`config.mk`:
```
export PLATFORM = sky130hd
export DESIGN_NAME = spad_hist_acc
export DESIGN_NICKNAME = d
export VERILOG_FILES = /design/src/rtl/spad_hist_acc.sv
export SDC_FILE = /design/constraint.sdc
export NUM_CORES = 2
export LEC_CHECK = 0
export CAP_MARGIN = 0
export CORE_MARGIN = 2
export CORE_UTILIZATION = 50
export CTS_CLUSTER_SIZE = 20
export DETAILED_ROUTE_END_ITERATION = 10
export PLACE_DENSITY = 0.73
export SLEW_MARGIN = 15
export SYNTH_ARGS = -nofsm -noshare
export SYNTH_HDL_FRONTEND = slang
export SYNTH_SLANG_ARGS = --single-unit
```
`constraint.sdc`:
```
create_clock -name i_clk -period 16.1 [get_ports i_clk]
set_input_delay 4.025 -clock i_clk [delete_from_list [all_inputs] [get_ports i_clk]]
set_output_delay 4.025 -clock i_clk [all_outputs]
set_load 0.02 [all_outputs]
```
`src/rtl/spad_hist_acc.sv`:
```
// spad_hist_acc - multi-channel SPAD time-of-arrival histogram accumulator.
//
// Each channel delivers a TDC bin index with a one-cycle event strobe. While a
// measurement runs, every accepted event increments a saturating counter for
// that (channel, bin) pair. When the programmed event target is reached the
// block raises a level interrupt. The CPU then reads the bins over Wishbone.
//
// Ports
//   i_clk, i_rst          clock, synchronous active-high reset
//   i_ev_valid[NCH]       per-channel event strobe
//   i_ev_bin              per-channel bin index, channel c in slice c
//   i_wb_adr/dat/we/cyc   Wishbone request (byte address, bits [1:0] ignored)
//   o_wb_rdt, o_wb_ack    read data (zero outside ack), single-cycle ack
//   o_irq                 measurement-done interrupt (level)
//   o_busy                high while clearing or running
//
// CNTW must be at least 2. NMW must be at most 32.
module spad_hist_acc #(
   parameter int NCH   = 2,
   parameter int NBINS = 64,
   parameter int CNTW  = 16,
   parameter int NMW   = 24
) (
   input  logic                            i_clk,
   input  logic                            i_rst,
   input  logic [NCH-1:0]                  i_ev_valid,
   input  logic [NCH*$clog2(NBINS)-1:0]    i_ev_bin,
   input  logic [11:0]                     i_wb_adr,
   input  logic [31:0]                     i_wb_dat,
   input  logic                            i_wb_we,
   input  logic                            i_wb_cyc,
   output logic [31:0]                     o_wb_rdt,
   output logic                            o_wb_ack,
   output logic                            o_irq,
   output logic                            o_busy
);
   localparam int BW   = $clog2(NBINS);
   localparam int NTOT = NCH * NBINS;

   localparam logic [1:0] ST_IDLE  = 2'd0;
   localparam logic [1:0] ST_CLEAR = 2'd1;
   localparam logic [1:0] ST_RUN   = 2'd2;
   localparam logic [1:0] ST_DONE  = 2'd3;

   logic [1:0]     state_reg;
   logic [NMW-1:0] target_reg;
   logic [NMW-1:0] evcnt_reg;
   logic           done_reg;
   logic           sat_reg;
   logic           cont_reg;
   logic           start_after_clear_reg;
   logic [BW-1:0]  clr_idx_reg;

   // Bus decode. An access is taken when cyc is high and no ack is showing,
   // which also enforces the idle cycle between consecutive acks.
   logic [9:0] wadr;
   logic [9:0] bofs;
   logic       wb_go;
   logic       ctrl_wr;
   logic       abort_wr;
   logic       tgt_wr;
   logic       stat_rd;
   logic       in_bins;
   int         rd_ch;

   assign wadr     = i_wb_adr[11:2];
   assign bofs     = wadr - 10'd256;
   assign wb_go    = i_wb_cyc && !o_wb_ack;
   assign ctrl_wr  = wb_go && i_wb_we && (wadr == 10'd0);
   assign abort_wr = ctrl_wr && i_wb_dat[3];
   assign tgt_wr   = wb_go && i_wb_we && (wadr == 10'd1);
   assign stat_rd  = wb_go && !i_wb_we && (wadr == 10'd2);
   assign in_bins  = (wadr >= 10'd256) && (int'(bofs) < NTOT);
   assign rd_ch    = int'(bofs) >> BW;
   assign o_busy   = (state_reg == ST_CLEAR) || (state_reg == ST_RUN);

   logic unused_bits;
   assign unused_bits = ^{i_wb_adr[1:0], i_wb_dat};

   logic [NCH-1:0]           acc;
   logic [NCH-1:0]           sat_ch;
   logic [NCH-1:0][CNTW-1:0] bin_rdata;
   logic [NMW:0]             run_cnt;
   logic                     hit;
   logic                     sat_hit;
   logic [31:0]              rd_data;

   // Channels are admitted in ascending order until the running count meets
   // the target; a zero target admits everything and lets the count wrap.
   always_comb begin
      acc     = '0;
      run_cnt = {1'b0, evcnt_reg};
      for (int c = 0; c < NCH; c++) begin
         if (state_reg == ST_RUN && !abort_wr && i_ev_valid[c] &&
             (target_reg == '0 || run_cnt < {1'b0, target_reg})) begin
            acc[c]  = 1'b1;
            run_cnt = run_cnt + 1'b1;
         end
      end
      hit     = (target_reg != '0) && (run_cnt >= {1'b0, target_reg});
      sat_hit = |(acc & sat_ch);
   end

   // One counter array per channel with its own write port, so all channels
   // update in the same cycle. The increment reads the array asynchronously,
   // so a write is visible to the next cycle's event and back-to-back hits
   // on one bin are never lost.
   genvar gi;
   generate
      for (gi = 0; gi < NCH; gi++) begin : g_ch
         logic [CNTW-1:0] bin_mem [NBINS];
         logic [BW-1:0]   ev_idx;
         logic [CNTW-1:0] cur;

         assign ev_idx = i_ev_bin[gi*BW +: BW];
         assign cur    = bin_mem[ev_idx];
         // Counter is at max or one below: after this event it is saturated.
         assign sat_ch[gi]    = &cur[CNTW-1:1];
         assign bin_rdata[gi] = bin_mem[bofs[BW-1:0]];

         always_ff @(posedge i_clk) begin
            if (state_reg == ST_CLEAR) begin
               bin_mem[clr_idx_reg] <= '0;
            end else if (acc[gi] && !(&cur)) begin
               bin_mem[ev_idx] <= cur + 1'b1;
            end
         end
      end
   endgenerate

   always_comb begin
      rd_data = '0;
      if (wadr == 10'd1) begin
         rd_data[NMW-1:0] = target_reg;
      end else if (wadr == 10'd2) begin
         rd_data[2:0] = {sat_reg, done_reg, o_busy};
      end else if (wadr == 10'd3) begin
         rd_data[NMW-1:0] = evcnt_reg;
      end else if (in_bins) begin
         for (int c = 0; c < NCH; c++) begin
            if (rd_ch == c) rd_data[CNTW-1:0] = bin_rdata[c];
         end
      end
   end

   always_ff @(posedge i_clk) begin
      if (i_rst) begin
         state_reg             <= ST_IDLE;
         target_reg            <= '0;
         evcnt_reg             <= '0;
         done_reg              <= 1'b0;
         sat_reg               <= 1'b0;
         cont_reg              <= 1'b0;
         start_after_clear_reg <= 1'b0;
         clr_idx_reg           <= '0;
         o_irq                 <= 1'b0;
         o_wb_ack              <= 1'b0;
         o_wb_rdt              <= '0;
      end else begin
         o_wb_ack <= wb_go;
         o_wb_rdt <= (wb_go && !i_wb_we) ? rd_data : 32'd0;

         if (tgt_wr) target_reg <= i_wb_dat[NMW-1:0];

         // Acknowledge: a STATUS read or any CTRL write drops done and irq.
         // A completion in this same cycle overrides below.
         if (stat_rd || ctrl_wr) begin
            done_reg <= 1'b0;
            o_irq    <= 1'b0;
         end

         case (state_reg)
            ST_CLEAR: begin
               if (abort_wr) begin
                  state_reg <= ST_IDLE;
               end else begin
                  clr_idx_reg <= clr_idx_reg + 1'b1;
                  if (clr_idx_reg == BW'(NBINS - 1)) begin
                     state_reg <= start_after_clear_reg ? ST_RUN : ST_IDLE;
                  end
               end
            end
            ST_RUN: begin
               if (abort_wr) begin
                  state_reg <= ST_IDLE;
               end else begin
                  evcnt_reg <= run_cnt[NMW-1:0];
                  if (sat_hit) sat_reg <= 1'b1;
                  if (hit) begin
                     state_reg <= ST_DONE;
                     done_reg  <= 1'b1;
                     o_irq     <= 1'b1;
                  end
               end
            end
            default: begin // ST_IDLE and ST_DONE
               if (state_reg == ST_DONE && cont_reg) begin
                  // Continuous mode: rearm immediately, irq left pending.
                  state_reg <= ST_RUN;
                  evcnt_reg <= '0;
               end else if (ctrl_wr) begin
                  cont_reg <= i_wb_dat[2];
                  if (i_wb_dat[1]) begin
                     state_reg             <= ST_CLEAR;
                     clr_idx_reg           <= '0;
                     start_after_clear_reg <= i_wb_dat[0];
                     evcnt_reg             <= '0;
                     sat_reg               <= 1'b0;
                  end else if (i_wb_dat[0]) begin
                     state_reg <= ST_RUN;
                     evcnt_reg <= '0;
                     sat_reg   <= 1'b0;
                  end else begin
                     state_reg <= ST_IDLE;
                  end
               end else if (state_reg == ST_DONE && stat_rd) begin
                  state_reg <= ST_IDLE;
               end
            end
         endcase
      end
   end
endmodule

```
==> flow_summary.json <==
{
  "hpwl_um": 174300,
  "min_from": "done_reg",
  "synth-main-ff-cell": "edfxtp_1",
  "grt_use_total": 0.2805,
  "crit-reg2reg-capture": "state_reg[0]",
  "dieWidth_um": 455.7,
  "r2r.worst_path.cells": 30,
  "largest_reg_flops": 2048,
  "pre_cts_ws_ps": 2917,
  "die_height_um": 455.7,
  "drt_first_pass_iters": 6,
  "r2r-start": "target_reg[0]",
  "hold_violations": 0,
  "setup.worst_path.class": "input pin to flip-flop",
  "root_buffer": "clkbuf_16",
  "min_to": "done_reg",
  "synth_cells": 5173,
  "synth_compound_area_frac": 0.03374,
  "slew_headroom": 0.2386,
  "via_per_inst": 7.172,
  "fin_tns_setup_ps": 0,
  "port_buffers": 78,
  "synth_top_family_by_area": "multiplexers",
  "clk-insertion-delay-late_ps": 870,
  "hold_path_class": "flip-flop to flip-flop",
  "synth_seq_area_share": 0.6197,
  "post_cts_buffers": 0,
  "power.density_nw_per_um2": 99.77,
  "die_area_um2": 207700,
  "async_reset_ff_frac": 0,
  "cts-resized-gates": 0,
  "skew_ps": 44.28,
  "clockBufferDepth": 3,
  "start_util": 0.5038,
  "ant_nets": 0,
  "cp-end-kind": "flip-flop",
  "wl_um": 292000,
  "vias": 58260,
  "regMostFlops": "g_ch.bin_mem",
  "fmax_ghz": 0.08093,
  "fin_ws_ps": 3744,
  "synth_area_um2": 102000,
  "ys_ff_latch": 2134,
  "h-tree-depth": 4,
  "cts_tree": "built",
  "totalPowerFinal_mw": 11.37,
  "run_status": "finished clean",
  "path_clk_slew_ps": 60,
  "row_count": 165,
  "synth_warnings": 0,
  "clkSinkCount": 2134,
  "drive_gt1_frac": 0.3581,
  "cp.arrival_ps": 13100,
  "core_area_um2": 202500,
  "pin_count": 97,
  "placed_cells": 7727,
  "worst_pin_slew_ps": 1138,
  "leakage_nw": 34.58,
  "finalSetupViolCount": 0,
  "slowest_delay_ps": 880,
  "start_kind": "input pin",
  "avgSynthCellArea_um2": 19.72,
  "cp_slowest_cell": "or4_1",
  "synth_mux_area_frac": 0.2816,
  "worstPathMaxFanout": 16,
  "fin_crit_sh": 0.7675,
  "synth_edf_count": 2048,
  "drt_iter0_drc": 8989,
  "nets": 5411,
  "synth_cell_types": 74,
  "synth_fa_ha_area_frac": 0.009566,
  "grt_pass1_vias": 57830,
  "finalNonFillerCells": 8122,
  "cap_violations": 0,
  "slew_violations": 0,
  "drc": 0,
  "synth-xor-area-share": 0.006095,
  "cp_data_required_time_ps": 16850,
  "synthSimpleGateAreaFrac": 0.03062,
  "grt_first_pass_wirelength_um": 417600,
  "hold_buffers": 0,
  "gp_congestion": 0.9425,
  "rsz0062_at_grt": "false",
  "cts_buffers": 207,
  "synthToLayoutAreaGrowth_pct": 11.69,
  "hold_depth": 1,
  "grt_max_degree": 133,
  "period_needed_ps": 12360,
  "antenna_found_initial": 18,
  "wire_per_inst_um": 35.95,
  "grt.overflow.total": 0,
  "ir_drop_mv": 0.1065,
  "rrSetupSlack_ps": 7290
}
-- worst max-delay path by stage --
stage                     start                    end  cells past startpoint  slack (ps)
global placement    i_wb_adr[8]           state_reg[1]                     31        3000
global route        i_wb_adr[8]           state_reg[0]                     31        3190
detailed placement  i_wb_adr[8]           state_reg[0]                     31        2920
finish              i_wb_adr[8]           state_reg[0]                     31        3740
floorplan           i_ev_bin[6]  g_ch[1].bin_mem[0][7]                     18        5500
CTS                 i_wb_adr[8]           state_reg[0]                     31        3850
-- per-stage QoR --
step	hold slack, ps	area, µm²	util
global route	480.0	113900	0.5626
floorplan	426.5	102100	-
finish	459.4	114000	0.5626
detailed placement	447.5	107300	0.5297
global placement	452.3	107300	0.5297
CTS	461.2	113800	0.5617
-- cell type report --
class                           instances  area, µm²
Timing Repair Buffer                  286       2601
Multi-Input combinational cell       2584      38060
Fill cell                           14640      88580
Clock buffer                          255       5413
Clock inverter                        126       1074
Sequential cell                      2134      63220
Inverter                               58      222.7
Antenna cell                            7      17.52
Tap cell                             2672       3343
-- power by group --
part	switching, mW	total, mW	internal [mW]	leakage, nW
clock network	2.10	4.72	2.62	3.15
logic	0.389	0.635	0.246	11.7
registers	0.00729	6.01	6.00	19.7
total	2.50	11.4	8.87	34.6
-- critical path, delay by kind of cell --
family	cells	cell delay, ps
simple gates	11	3600
fa+ha+maj	2	700
xor+xnor	2	440
buf+inv	5	1680
compound gates	11	2650
-- metal layers --
metal | GRT usage | share of wire | vias up | wire, µm
met1 | 0.3989 | 0.37 | 30840 | 107000
met4 | 0.1077 | 0.042 | 12 | 12410
met5 | 0 | 0.00026 | - | 75
met3 | 0.07615 | 0.13 | 648 | 38700
li1 | - | - | 22760 | -
met2 | 0.4173 | 0.46 | 3997 | 133800
-- cell usage after synthesis, types with 13 or more instances --
library cell	count	area share
a22oi_1	122	0.0090
buf_2	54	0.0026
o22ai_1	56	0.0034
xnor2_1	40	0.0034
xor2_1	31	0.0027
ha_1	78	0.0096
nor4_1	27	0.0017
a21oi_1	93	0.0046
or3_1	13	0.00080
nand2_1	162	0.0060
a31oi_1	15	0.00092
and3_1	17	0.0010
edfxtp_1	2048	0.60
mux2_2	13	0.0014
nor3_1	93	0.0046
buf_1	97	0.0036
nand4_1	31	0.0019
a221oi_1	28	0.0024
inv_1	55	0.0020
mux4_2	1249	0.28
a22o_1	41	0.0035
and2_1	23	0.0014
mux2i_1	45	0.0044
nand2b_1	19	0.0012
nor2_1	131	0.0048
dfxtp_1	86	0.017
clkbuf_1	233	0.0086
o21ai_0	35	0.0017
nand3_1	49	0.0024
nor2b_1	24	0.0015
-- logic make-up (layout without fill, tap and decap cells) --
kind of cell	after synthesis	after routing
DFF	2134	2134
and+or+nand+nor	632	632
other	1	15
muxes	1307	1307
buffers and inverters	462	725
AOI/OAI and AO/OA	488	488
adders and majority gates	78	78
xor gates and xnor gates	71	71
-- cell usage in the layout, fill, tap and decap left out, drive strengths merged, types with 9 or more instances in the layout --
| cell | netlist | layout |
|---|---|---|
| edfxtp | 2048 | 2048 |
| mux4 | 1249 | 1249 |
| clkbuf | 233 | 255 |
| buf | 171 | 220 |
| nand2 | 162 | 162 |
| nor2 | 131 | 131 |
| a22oi | 122 | 122 |
| clkinv | 1 | 95 |
| a21oi | 93 | 93 |
| nor3 | 93 | 93 |
| dfxtp | 86 | 86 |
| ha | 78 | 78 |
| inv | 57 | 67 |
| clkdlybuf4s50 | 0 | 66 |
| o22ai | 62 | 62 |
| nand3 | 49 | 49 |
| mux2i | 45 | 45 |
| a22o | 41 | 41 |
| xnor2 | 40 | 40 |
| o21ai | 36 | 36 |
| nand4 | 31 | 31 |
| xor2 | 31 | 31 |
| a221oi | 28 | 28 |
| nor4 | 27 | 27 |
| and2 | 24 | 24 |
| nor2b | 24 | 24 |
| nand2b | 19 | 19 |
| and3 | 17 | 17 |
| a31oi | 15 | 15 |
| bufinv | 0 | 15 |
| mux2 | 13 | 13 |
| or3 | 13 | 13 |
| o31ai | 10 | 10 |
| o221ai | 10 | 10 |
| o211ai | 9 | 9 |
| a21o | 9 | 9 |
| a211oi | 9 | 9 |
Power figures use the tool's default switching activity.
